## src/rtl/shifter_pkg.sv

```systemverilog
// Shared definitions for the pipelined right shifter.
// Optional macro RSHIFT_ROTATE_EN enables the rotate-right operation.
package shifter_pkg;

    localparam int SH_WIDTH = 32;
    localparam int SH_AMT_W = 5;

    // Operation kind carried down the pipe with each operand.
    typedef enum logic [1:0] {
        LOGICAL = 2'd0,
        ARITH   = 2'd1,
        ROTATE  = 2'd2
    } sh_op_t;

    // Per-stage payload at the default width: data, full shift amount
    // (each stage consumes its own bit), fill bit and operation.
    typedef struct packed {
        logic [SH_WIDTH-1:0] data;
        logic [SH_AMT_W-1:0] sha;
        logic                fill;
        sh_op_t              op;
    } sh_payload_t;

endpackage

```

## src/rtl/rshift_stage.sv

```systemverilog
// One registered log-shifter stage: shifts right by 2**K when sha[K] is set.
// Optional macro RSHIFT_ROTATE_EN adds the rotate path (vacated MSBs take
// the bits shifted out at the LSB end).
module rshift_stage
    import shifter_pkg::*;
#(
    parameter int WIDTH = SH_WIDTH,
    parameter int SHW   = SH_AMT_W,
    parameter int K     = 0
) (
    input  logic             clk_i,
    input  logic             reset_i,
    input  logic             load_i,
    input  logic             up_valid_i,
    input  logic [WIDTH-1:0] up_data_i,
    input  logic [SHW-1:0]   up_sha_i,
    input  logic             up_fill_i,
    input  sh_op_t           up_op_i,
    output logic             dn_valid_o,
    output logic [WIDTH-1:0] dn_data_o,
    output logic [SHW-1:0]   dn_sha_o,
    output logic             dn_fill_o,
    output sh_op_t           dn_op_o
);

    localparam int S = 1 << K;

    logic             v_q;
    logic [WIDTH-1:0] data_d, data_q;
    logic [SHW-1:0]   sha_q;
    logic             fill_q;
    sh_op_t           op_q;

    // Shift-by-2**K mux; the fill bit supplies the vacated MSBs.
    always_comb begin
        data_d = up_data_i;
        if (up_sha_i[K]) begin
            data_d = {{S{up_fill_i}}, up_data_i[WIDTH-1:S]};
`ifdef RSHIFT_ROTATE_EN
            if (up_op_i == ROTATE) begin
                data_d = {up_data_i[S-1:0], up_data_i[WIDTH-1:S]};
            end
`endif
        end
    end

    // Valid bit: the only reset state; takes the upstream valid on load.
    always_ff @(posedge clk_i) begin
        if (reset_i) begin
            v_q <= 1'b0;
        end else if (load_i) begin
            v_q <= up_valid_i;
        end
    end

    // Payload registers: not reset, written only when the stage loads.
    always_ff @(posedge clk_i) begin
        if (load_i) begin
            data_q <= data_d;
            sha_q  <= up_sha_i;
            fill_q <= up_fill_i;
            op_q   <= up_op_i;
        end
    end

    assign dn_valid_o = v_q;
    assign dn_data_o  = data_q;
    assign dn_sha_o   = sha_q;
    assign dn_fill_o  = fill_q;
    assign dn_op_o    = op_q;

endmodule

```

## src/rtl/right_shifter_pipe.sv

```systemverilog
// Pipelined right barrel shifter (SRL / SRA), one registered stage per
// shift-amount bit. Optional macro RSHIFT_ROTATE_EN adds a rotate input
// that selects rotate-right (arith is then ignored).
//
// Handshake: a transfer happens on a rising edge where valid and ready are
// both high; a producer holding valid keeps its data stable until that edge,
// and ready never depends on the same side's valid.
module right_shifter_pipe
    import shifter_pkg::*;
#(
    parameter int WIDTH = SH_WIDTH
) (
    input  logic                       clk,
    input  logic                       reset,
    input  logic                       in_valid,
    output logic                       in_ready,
    input  logic [WIDTH-1:0]           in,
    input  logic [$clog2(WIDTH)-1:0]   sha,
    input  logic                       arith,
`ifdef RSHIFT_ROTATE_EN
    input  logic                       rotate,
`endif
    output logic                       out_valid,
    input  logic                       out_ready,
    output logic [WIDTH-1:0]           out
);

    localparam int SHW = $clog2(WIDTH);

    // Inter-stage links: index k feeds stage k, index SHW is the pipe output.
    logic [SHW:0]     vld_c;
    logic [WIDTH-1:0] data_c [SHW+1];
    logic [SHW-1:0]   sha_c  [SHW+1];
    logic [SHW:0]     fill_c;
    sh_op_t           op_c   [SHW+1];
    logic [SHW-1:0]   rdy_c;
    sh_op_t           op_in;
    logic             unused_tail;

    // Classify the incoming operation; rotate takes priority over arith.
    always_comb begin
        op_in = arith ? ARITH : LOGICAL;
`ifdef RSHIFT_ROTATE_EN
        if (rotate) begin
            op_in = ROTATE;
        end
`endif
    end

    assign vld_c[0]  = in_valid;
    assign data_c[0] = in;
    assign sha_c[0]  = sha;
    assign fill_c[0] = (op_in == ARITH) && in[WIDTH-1];
    assign op_c[0]   = op_in;

    for (genvar k = 0; k < SHW; k++) begin : g_stage
        // Stage k may load when out_ready is high or any stage from k to the
        // end is empty -- the flattened form of ready_k = !v_k | ready_{k+1},
        // computed from registered valids so there is no combinational chain.
        assign rdy_c[k] = out_ready || !(&vld_c[SHW:k+1]);

        rshift_stage #(
            .WIDTH (WIDTH),
            .SHW   (SHW),
            .K     (k)
        ) u_stage (
            .clk_i      (clk),
            .reset_i    (reset),
            .load_i     (rdy_c[k]),
            .up_valid_i (vld_c[k]),
            .up_data_i  (data_c[k]),
            .up_sha_i   (sha_c[k]),
            .up_fill_i  (fill_c[k]),
            .up_op_i    (op_c[k]),
            .dn_valid_o (vld_c[k+1]),
            .dn_data_o  (data_c[k+1]),
            .dn_sha_o   (sha_c[k+1]),
            .dn_fill_o  (fill_c[k+1]),
            .dn_op_o    (op_c[k+1])
        );
    end

    assign in_ready  = rdy_c[0];
    assign out_valid = vld_c[SHW];
    // Data registers are not reset, so mask the output while nothing is held.
    assign out       = vld_c[SHW] ? data_c[SHW] : '0;

    // Control fields are spent once the last stage has shifted.
    assign unused_tail = ^{sha_c[SHW], fill_c[SHW], op_c[SHW]};

endmodule

```

## config.mk

```make
export PLATFORM = sky130hd
export DESIGN_NAME = right_shifter_pipe
export DESIGN_NICKNAME = d
export VERILOG_FILES = /design/src/rtl/shifter_pkg.sv /design/src/rtl/rshift_stage.sv /design/src/rtl/right_shifter_pipe.sv
export SDC_FILE = /design/constraint.sdc
export NUM_CORES = 1
export LEC_CHECK = 0
export CAP_MARGIN = 5
export CORE_MARGIN = 4
export CORE_UTILIZATION = 65
export CTS_BUF_LIST = sky130_fd_sc_hd__clkbuf_2
export DETAILED_ROUTE_END_ITERATION = 7
export PLACE_DENSITY = 0.9
export SETUP_SLACK_MARGIN = 0.2
export SLEW_MARGIN = 15
export SYNTH_ARGS = -nofsm -noshare
export SYNTH_HDL_FRONTEND = slang
export SYNTH_HIERARCHICAL = 1
export SYNTH_SLANG_ARGS = --single-unit
export TNS_END_PERCENT = 5
```

## constraint.sdc

```tcl
create_clock -name clk -period 3.8 [get_ports clk]
set_input_delay 0.76 -clock clk [delete_from_list [all_inputs] [get_ports clk]]
set_output_delay 0.76 -clock clk [all_outputs]
set_load 0.005 [all_outputs]
```

==> out/qor.csv, run 1 <==
stage,metric,value,unit
power,irDropWorstVdd,210.8,uV
timing,rsz0062_at_grt,false,
critical_path,critPathMaxStageDelay,0.64,ns
global_routing,grt_max_degree,39,
logic_synthesis,synth_fp_nets,488,
detailed_routing,wl_per_cell,15.64,um
place,gp_congestion,0.7466,
place,hpwl,7.664,mm
timing,layout_setup_ws,0.8126,ns
detailed_routing,vias_per_cell,5.187,
timing,fmax,334.7,MHz
floorplan,dieHeight,120.0,um
detailed_routing,vias,3657,
layout,fillers,709,
place,io_buffers,75,
detailed_routing,drt-total-wl,11.03,mm
critical_path,cp-start-kind,flip-flop,
logic_synthesis,synthCells,446,
global_routing,track_usage,15.84,%
global_routing,gr-total-overflow,0,
logic_synthesis,synth_warnings,6,
power,leakage,3.776,nW
timing,final-setup-viol-count,0,
clocking,cts_buffer_depth,2,
clocking,cts_tree,yes,
timing,worstMarginPinSlew,0.8621,ns
floorplan,die-area,14400,um^2
timing,fin_skew,0.02747,ns
clocking,cts_root_buf,clkbuf_2,
critical_path,crit_required,3.04,ns
floorplan,start_util,67.05,%
critical_path,worstPathCellList,and4b_4 > nand3_2 > clkdlybuf4s50_1,
timing,period_minus_slack,2.987,ns
clocking,htree_levels,4,
detailed_routing,initialDrtViolationCount,193,
worst_hold_path,holdPathStages,0,
global_routing,grt_pass1_wl,17.33,mm
detailed_routing,drcViolationCount,0,
floorplan,die_w,120.0,um
logic_synthesis,avgSynthCellArea,18.28,um^2
timing,final-hold-violation-count,0,
floorplan,rows,40,
floorplan,io_pins,76,
clocking,cts_buffers,17,
outcome,status,"finished, final reports clean",
layout,drive_above_1_share,32.96,%
layout,syn_to_final_growth,12.54,%
flow_run,cap_violations,0,
critical_path,crit_path_end_kind,output port,
global_routing,grt_pass1_vias,3638,
place,pre_cts_ws,0.8928,ns
layout,stdcell_count,705,
timing,report.final.slew_viol_count,0,
clocking,cts.clk_slew.worst_paths,0.23,ns
floorplan,core,12160,um^2
detailed_routing,first_pass_iters,4,
timing,max_slew_margin,42.52,%
clocking,ctsHoldBuffers,0,
critical_path,ff2ff_path_depth,5,
critical_path,slowest_stage,dfxtp_2,
detailed_routing,ant_nets,0,
layout,nNetsFinal,567,
timing,setup_tns,0,ns
worst_hold_path,hp-class,reg2reg,
logic_synthesis,syn_area,8154,um^2
timing,period_share,78.61,%
layout,diodes,0,
critical_path,path_max_fanout,37,
global_routing,antenna_found_initial,0,
power,p_per_area,437.4,nW/um^2
critical_path,critical_path_arrival,2.23,ns
clocking,clkLatencyLatePin,0.69,ns
place,dp_cells,673,
critical_path,critPathKind,reg2out,
clocking,clock_sinks,179,
## final timing paths
kind                                  startpoint                             end  slack [ns]
hold / removal    g_stage[0].u_stage/dn_sha_o[2]  g_stage[1].u_stage/dn_sha_o[2]        0.46
setup reg to reg   g_stage[4].u_stage/dn_valid_o   g_stage[0].u_stage/dn_valid_o        2.07
setup / recovery   g_stage[4].u_stage/dn_valid_o                        in_ready        0.81
hold reg to reg   g_stage[0].u_stage/dn_sha_o[2]  g_stage[1].u_stage/dn_sha_o[2]        0.46
## where the power goes
group          switching (mW)  internal, mW
Clock                   0.603         0.501
Combinational           0.117         0.281
Sequential              0.104          2.41
Total                   0.824          3.19
## worst max-delay path, delay by kind of cell (launching register included)
kind | cells | cell delay (ns)
flip-flops | 1 | 0.64
AND/OR/NAND/NOR | 2 | 0.43
buffers and inverters | 1 | 0.48
## sequential cells by signal, indices dropped and copies added, names as in the netlist
register	flops
g_stage.u_stage/dn_data_o	160
g_stage.u_stage/dn_fill_o	4
g_stage.u_stage/dn_sha_o	10
g_stage.u_stage/dn_valid_o	5
## routing by layer
layer	track usage, %	share of wire (%)
met3	4.807	6.2
met5	0	0
met2	30.59	55
met1	14.88	36
met4	7.731	2.5
## metrics by stage
stage,total power [mW],area (um^2),hold WS (ns),utilization (%)
after global placement,2.918,8850,0.4035,72.77
after detailed placement,2.951,8850,0.4052,72.77
after global routing,4.177,9176,0.4700,75.45
final,4.013,9176,0.4567,75.45
after CTS,4.050,9148,0.4600,75.22
after floorplan,2.844,8154,0.4003,-
## layout by cell type, fill, tap and decap left out, types with 4 or more instances in the layout
cell,count
edfxtp_1,174
mux2_4,117
clkdlybuf4s50_1,74
inv_1,31
and2_1,30
o21ai_0,30
clkbuf_2,18
mux2_2,13
buf_4,8
bufinv_16,5
mux2i_1,5
nor2_1,5
nand2_1,4
dfxtp_1,4
## what timing repair did
item / in CTS / in global routing
buffers inserted: 0 / 0
gates resized for setup: 0 / 1
endpoints found under the setup margin: 0 / 1
## area by class of cell
class                   count  area, um^2  area share [%]
inverters                  31       116.4           1.268
clock buffers              18       90.09          0.9817
flip-flops and latches    179        5326           58.04
multi-input cells         212        2392           26.07
repair buffers             84       833.3           9.081
well taps                 168       210.2           2.291
clock inverters            13       207.7           2.263
Power figures use the tool's default switching activity.
==> run 2: changes to the inputs <==
--- a/config.mk
+++ b/config.mk
@@ -7,10 +7,10 @@
 export LEC_CHECK = 0
 export CAP_MARGIN = 5
 export CORE_MARGIN = 4
-export CORE_UTILIZATION = 65
+export CORE_UTILIZATION = 54
 export CTS_BUF_LIST = sky130_fd_sc_hd__clkbuf_2
 export DETAILED_ROUTE_END_ITERATION = 7
-export PLACE_DENSITY = 0.9
+export PLACE_DENSITY = 0.8
 export SETUP_SLACK_MARGIN = 0.2
 export SLEW_MARGIN = 15
 export SYNTH_ARGS = -nofsm -noshare
==> constraint.sdc (replaced) <==
create_clock -name clk -period 2.5 [get_ports clk]
set_input_delay 0.5 -clock clk [delete_from_list [all_inputs] [get_ports clk]]
set_output_delay 0.5 -clock clk [all_outputs]
set_load 0.005 [all_outputs]
==> run 2 against run 1 <==
  * Clock power up 23%
  * Clock skew decreased by 0.0055 ns
  * Worst hold slack got worse by 0.10 ns
  * Largest power group unchanged
  * Clock-buffer cell count stayed put
  * Critical endpoint unchanged
  * Sequential share of layout area is 0.13 points higher
  * Wire length fell by 12%
  * Utilization decreased by 13 points
  * Design area down 0.14%
==> out/qor.csv, run 2 (synthesis results as in run 1) <==
stage,metric,value,unit,change
outcome,status,"finished, final reports clean",,unchanged
global_routing,track_usage,12.21,%,was 15.84%
power,combPwrFrac,10.3,%,was 9.9%
timing,fin_skew,0.02194,ns,was 0.02747 ns
detailed_routing,first_pass_iters,4,,unchanged
floorplan,die-area,17130,um^2,"was 14,400 um^2"
floorplan,core,14640,um^2,"was 12,160 um^2"
detailed_routing,initialDrtViolationCount,139,,was 193
place,place_area,8917,um^2,was 8850 um^2
clocking,cts_tree,yes,,unchanged
detailed_routing,wl_per_cell,13.31,um,was 15.64 um
power,seq_power_share,66.2,%,was 62.6%
power,p_sw_share,21.07,%,was 20.53%
layout,drive_above_1_share,37.57,%,was 32.96%
global_routing,gr-usage-met1,14.16,%,was 14.88%
layout,diodes,0,,unchanged
layout,fillers,1092,,was 709
detailed_routing,vias_per_cell,4.788,,was 5.187
layout,fin_area,9164,um^2,was 9176 um^2
timing,rsz0062_at_grt,true,,was false
critical_path,cp-start-kind,flip-flop,,unchanged
layout,layout_common_cells,"edfxtp_1 (174), mux2_4 (117), clkdlybuf4s50_1 (40), clkbuf_2 (37), inv_1 (31)",,"was edfxtp_1 (174), mux2_4 (117), clkdlybuf4s50_1 (74), inv_1 (31)"
power,p_int,4.533,mW,was 3.189 mW
clocking,ctsHoldBuffers,0,,unchanged
power,p_per_area,626.7,nW/um^2,was 437.4 nW/um^2
timing,fmax,448.4,MHz,
clocking,cts_root_buf,clkbuf_2,,unchanged
clocking,cts_buffer_depth,2,,unchanged
floorplan,dieHeight,130.9,um,was 120.0 um
global_routing,antenna_found_initial,0,,unchanged
critical_path,critPathBufInv,2,,was 1
timing,final-hold-violation-count,0,,unchanged
detailed_routing,ant_nets,0,,unchanged
floorplan,io_pins,76,,unchanged
power,power_switching,1.210,mW,was 0.8240 mW
timing,period_share,89.21,%,
detailed_routing,drt-total-wl,9.680,mm,was 11.03 mm
global_routing,use_met3,3.618,%,was 4.807%
detailed_routing,drcViolationCount,0,,unchanged
critical_path,critPathMaxStageDelay,0.44,ns,was 0.64 ns
detailed_routing,vias,3481,,"was 3,657"
clocking,clkLatencyLatePin,0.69,ns,about the same
floorplan,die_w,130.9,um,was 120.0 um
global_routing,grt_max_degree,39,,unchanged
power,leakage,4.060,nW,was 3.776 nW
critical_path,cp_top_family,flip-flops,,unchanged
critical_path,crit_path_end_kind,output port,,unchanged
floorplan,start_util,55.68,%,was 67.05%
worst_hold_path,hp-class,in2reg,,was reg2reg
critical_path,critPathKind,reg2out,,unchanged
layout,final_common_cell,edfxtp_1,,unchanged
power,irDropWorstVdd,264.1,uV,was 210.8 uV
layout,syn_to_final_growth,12.38,%,was 12.54%
critical_path,worstPathCellList,buf_12 > and4b_4 > nand3_2 > clkbuf_2,,was and4b_4 > nand3_2 > clkdlybuf4s50_1
layout,nNetsFinal,573,,was 567
timing,max_slew_margin,65.86,%,was 42.52%
global_routing,grt_pass1_wl,15.97,mm,was 17.33 mm
critical_path,slowest_stage,dfxtp_4,,was dfxtp_2
clocking,cts.clk_slew.worst_paths,0.22,ns,was 0.23 ns
clocking,cts_buffers,17,,unchanged
layout,largest_reg_flops,160,,unchanged
global_routing,gr-total-overflow,0,,unchanged
place,gp_congestion,0.7984,,was 0.7466
critical_path,critical_path_arrival,1.73,ns,was 2.23 ns
timing,period_minus_slack,2.230,ns,
global_routing,grt.busiest_layer,met2,,unchanged
power,clkPwrFrac,23.6,%,was 27.5%
timing,setup_tns,0,ns,unchanged
global_routing,use_met2,21.10,%,was 30.59%
floorplan,rows,44,,was 40
timing,worstMarginPinSlew,0.5120,ns,was 0.8621 ns
place,hpwl,7.243,mm,was 7.664 mm
clocking,htree_levels,4,,unchanged
flow_run,cap_violations,0,,unchanged
global_routing,grt_pass1_vias,3373,,"was 3,638"
critical_path,crit_required,2.00,ns,was 3.04 ns
critical_path,path_max_fanout,3,,was 37
timing,final-setup-viol-count,0,,unchanged
clocking,clock_sinks,179,,unchanged
timing,report.final.slew_viol_count,0,,unchanged
place,io_buffers,75,,unchanged
run 2: final timing paths:
| kind | startpoint | slack (ns) | depth (start not counted) | to |
|---|---|---|---|---|
| max | g_stage[4].u_stage/dn_valid_o | 0.27 | 4 | in_ready |
| min | sha[2] | 0.35 | 1 | g_stage[0].u_stage/dn_sha_o[2] |
| max reg2reg | g_stage[4].u_stage/dn_valid_o | 0.90 | 6 | g_stage[0].u_stage/dn_valid_o |
| min reg2reg | g_stage[2].u_stage/dn_sha_o[4] | 0.43 | 0 | g_stage[3].u_stage/dn_sha_o[4] |
run 2: routing by layer:
layer	part of all wire, %	vias up
li1	-	1813
met1	42	1566
met2	52	92
met3	5.0	10
met4	1.3	0
met5	0	-
run 2: per-stage QoR:
stage | setup slack (ns) | hold slack (ns) | total power [mW] | std cells | util (%)
2_1_floorplan | 0.4708 | 0.4003 | 4.322 | 446 | -
3_3_place_gp | 0.1284 | 0.4075 | 4.446 | 692 | 60.89
3_5_place_dp | 0.1229 | 0.4071 | 4.473 | 692 | 60.89
4_1_cts | 0.05068 | 0.2760 | 5.794 | 727 | 62.83
5_1_grt | 0.1283 | 0.2512 | 6.029 | 727 | 62.58
6_report | 0.2698 | 0.3535 | 5.743 | 727 | 62.58
run 2: worst reg2reg max path, delay by kind of cell, from the launching register on:
kind	cells	cell delay (ns)
buffers and inverters	2	0.52
DFF	1	0.42
muxes	1	0.23
and+or+nand+nor	3	0.36
run 2: layout make-up:
class	count	area, um^2	share of cell area (%)
Sequential cell	179	5331	58.18
Inverter	31	116.4	1.270
Tap cell	184	230.2	2.512
Clock inverter	13	136.4	1.488
Timing Repair Buffer	90	867.1	9.462
Multi-Input combinational cell	212	2392	26.11
Clock buffer	18	90.09	0.9831
run 2: repair_timing:
item / in CTS / in global routing
cloned: 1 / 0
buffers inserted: 3 / 0
endpoints found under the setup margin: 34 / 33
gates resized for setup: 29 / 51
run 2: power by group through the flow:
stage / Clock, mW / Sequential, mW / Combinational, mW
3_5_place_dp: 0 / 3.88 / 0.594
6_report: 1.35 / 3.80 / 0.589
2_1_floorplan: 0 / 3.81 / 0.514
5_1_grt: 1.55 / 3.84 / 0.639
3_3_place_gp: 0 / 3.86 / 0.584
4_1_cts: 1.39 / 3.81 / 0.597
==> run 3: changes to the inputs <==
--- a/config.mk
+++ b/config.mk
@@ -5,8 +5,8 @@
 export SDC_FILE = /design/constraint.sdc
 export NUM_CORES = 1
 export LEC_CHECK = 0
+export ABC_AREA = 1
 export CAP_MARGIN = 5
-export CORE_MARGIN = 4
 export CORE_UTILIZATION = 54
 export CTS_BUF_LIST = sky130_fd_sc_hd__clkbuf_2
 export DETAILED_ROUTE_END_ITERATION = 7
==> run 3 against run 2 <==
  * Combinational power decreased by 16%
  * Register-to-register slack got worse by 0.15 ns
  * First-iteration DRC count increased by 32%
  * Cell count increased by 34%
  * Global-route usage increased by 3.8 points
  * Clock-buffer cell count decreased by 1
  * Area after synthesis decreased by 2.9%
  * Clock power about the same
  * Flip-flop and latch count unchanged
  * Critical path depth increased by 3
  * Critical endpoint is now out[7]
==> out/qor.csv, run 3 <==
stage,metric,value,unit,change
flow_run,cap_violations,0,,unchanged
timing,final-setup-viol-count,0,,unchanged
floorplan,core,14100,um^2,"was 14,640 um^2"
logic_synthesis,synthCells,696,,was 446
critical_path,critPathKind,reg2out,,unchanged
clocking,cts_buffers,17,,unchanged
clocking,htree_levels,4,,unchanged
power,seq_power_share,66.4,%,was 66.2%
detailed_routing,ant_nets,0,,unchanged
critical_path,r2r-end,g_stage[3].u_stage/dn_data_o[19],,was g_stage[0].u_stage/dn_valid_o
detailed_routing,vias,4586,,"was 3,481"
layout,ff_latch_area,5333,um^2,was 5331 um^2
global_routing,grt_pass1_vias,4097,,"was 3,373"
timing,layout_setup_ws,0.1873,ns,was 0.2698 ns
clocking,clock_sinks,179,,unchanged
critical_path,ff2ff_path_depth,3,,was 6
detailed_routing,wl_per_cell,11.65,um,was 13.31 um
critical_path,crit_path_end_kind,output port,,unchanged
clocking,cts_buffer_depth,2,,unchanged
power,leakage,3.972,nW,was 4.060 nW
timing,setup_tns,0,ns,unchanged
layout,layout_common_cells,"edfxtp_1 (174), inv_1 (123), nor2_1 (89), nand2_1 (87), a21oi_1 (53)",,"was edfxtp_1 (174), mux2_4 (117), clkdlybuf4s50_1 (40), clkbuf_2 (37), inv_1 (31)"
power,clkPwrFrac,24.7,%,was 23.6%
timing,final-hold-violation-count,0,,unchanged
detailed_routing,drt-total-wl,11.33,mm,was 9.680 mm
worst_hold_path,min_to,g_stage[0].u_stage/dn_data_o[31],,was g_stage[0].u_stage/dn_sha_o[2]
detailed_routing,initialDrtViolationCount,183,,was 139
clocking,ctsHoldBuffers,0,,unchanged
place,io_buffers,75,,unchanged
critical_path,r2r-start,g_stage[2].u_stage/dn_sha_o[3],,was g_stage[4].u_stage/dn_valid_o
global_routing,grt.busiest_layer,met2,,unchanged
layout,largest_reg_flops,160,,unchanged
floorplan,rows,43,,was 44
timing,period_minus_slack,2.313,ns,was 2.230 ns
layout,multi_input_area,1743,um^2,was 2392 um^2
global_routing,use_met2,30.51,%,was 21.10%
power,power_switching,1.382,mW,was 1.210 mW
timing,max_slew_margin,37.10,%,was 65.86%
layout,syn_to_final_growth,13.19,%,was 12.38%
place,pre_cts_ws,0.2825,ns,was 0.1229 ns
floorplan,dieHeight,123.1,um,was 130.9 um
floorplan,io_pins,76,,unchanged
power,combPwrFrac,8.8,%,was 10.3%
timing,fin_skew,0.01585,ns,was 0.02194 ns
clocking,clkLatencyLatePin,0.71,ns,was 0.69 ns
power,p_sw_share,24.68,%,was 21.07%
global_routing,grt_max_degree,65,,was 39
detailed_routing,drcViolationCount,0,,unchanged
global_routing,gr-usage-met1,16.65,%,was 14.16%
worst_hold_path,hold_path_startpoint,sha[0],,was sha[2]
global_routing,gr-total-overflow,0,,unchanged
timing,worstMarginPinSlew,0.9436,ns,was 0.5120 ns
global_routing,track_usage,16.00,%,was 12.21%
place,gp_congestion,0.9254,,was 0.7984
logic_synthesis,synth_fp_nets,738,,was 488
layout,diodes,0,,unchanged
layout,final_common_cell,edfxtp_1,,unchanged
place,hpwl,7.977,mm,was 7.243 mm
critical_path,critical_path_arrival,1.81,ns,was 1.73 ns
clocking,cts_root_buf,clkbuf_2,,unchanged
outcome,status,"finished, final reports clean",,unchanged
layout,fillers,1131,,"was 1,092"
global_routing,use_met3,4.290,%,was 3.618%
floorplan,die-area,15140,um^2,"was 17,130 um^2"
critical_path,reg2reg_slack,0.75,ns,was 0.90 ns
global_routing,grt_pass1_wl,18.13,mm,was 15.97 mm
timing,report.final.slew_viol_count,0,,unchanged
critical_path,cp-start-kind,flip-flop,,unchanged
clocking,cts_tree,yes,,unchanged
power,irDropWorstVdd,281.4,uV,was 264.1 uV
layout,nNetsFinal,822,,was 573
worst_hold_path,holdPathStages,3,,was 1
power,p_int,4.216,mW,was 4.533 mW
global_routing,antenna_found_initial,0,,unchanged
detailed_routing,first_pass_iters,5,,was 4
logic_synthesis,avgSynthCellArea,11.37,um^2,was 18.28 um^2
critical_path,crit_required,2.00,ns,about the same
clocking,cts.clk_slew.worst_paths,0.24,ns,was 0.22 ns
floorplan,die_w,123.1,um,was 130.9 um
timing,fmax,432.4,MHz,was 448.4 MHz
worst_hold_path,hp-class,in2reg,,unchanged
power,p_per_area,624.9,nW/um^2,was 626.7 nW/um^2
logic_synthesis,syn_area,7914,um^2,was 8154 um^2
logic_synthesis,synth_warnings,6,,unchanged
timing,rsz0062_at_grt,true,,unchanged
floorplan,start_util,56.14,%,was 55.68%
layout,drive_above_1_share,17.78,%,was 37.57%
timing,worst_hold_slack,0.3092,ns,was 0.3535 ns
critical_path,path_max_fanout,8,,was 3
timing,period_share,92.51,%,was 89.21%
detailed_routing,vias_per_cell,4.713,,was 4.788
layout,finalCoreUtilization,63.55,%,was 62.58%
==> run 3: what timing repair did <==
item	in CTS	in global routing
resized for setup	82	30
pin swaps	1	0
setup endpoints to repair	34	32
cloned	3	0
buffers inserted	8	1
hold endpoints to repair	0	0
==> run 3: worst max-delay path: stages (launching register included) <==
cell and delay (ns):
dfxtp_4 0.41, buf_12 0.13, buf_8 0.12, buf_6 0.11, buf_16 0.13, nand2_2 0.05, inv_1 0.04, clkbuf_2 0.10
==> run 3: worst max path at each step <==
stage / from / endpoint / slack (ns) / depth (start not counted)
final: g_stage[4].u_stage/dn_valid_o / out[7] / 0.19 / 7
after global routing: g_stage[4].u_stage/dn_valid_o / out[0] / 0.06 / 7
after CTS: g_stage[4].u_stage/dn_valid_o / out[2] / 0.03 / 7
after detailed placement: out_ready / in_ready / 0.28 / 4
after global placement: out_ready / in_ready / 0.28 / 4
after floorplan: g_stage[4].u_stage/dn_valid_o / g_stage[2].u_stage/dn_data_o[0] / 0.21 / 3
==> run 3: power by group through the flow <==
stage	logic (mW)	clock network, mW	registers, mW
6_report	0.495	1.38	3.72
2_1_floorplan	0.388	0	3.74
4_1_cts	0.497	1.43	3.72
3_5_place_dp	0.486	0	3.79
3_3_place_gp	0.467	0	3.78
5_1_grt	0.554	1.55	3.75
==> run 3: metal layers <==
metal | routed length (um) | up-vias
met5 | 0 | -
met4 | 143 | 0
met3 | 497 | 11
met2 | 6050 | 102
met1 | 4641 | 2009
li1 | - | 2464
==> run 3: stage by stage <==
step                      std cells  instance area (um^2)  power [mW]
after floorplan                 696                  7915       4.131
after detailed placement        929                  8587       4.275
after CTS                       972                  9000       5.648
after global placement          929                  8587       4.244
after global routing            973                  8957       5.856
final                           973                  8957       5.598
==> run 3: cell type report <==
type                    count  area share (%)
repair buffers            102           10.64
clock buffers              17          0.9499
flip-flops and latches    179           59.53
multi-input cells         355           19.46
clock inverters            15           1.662
inverters                 125           5.238
well taps                 180           2.514
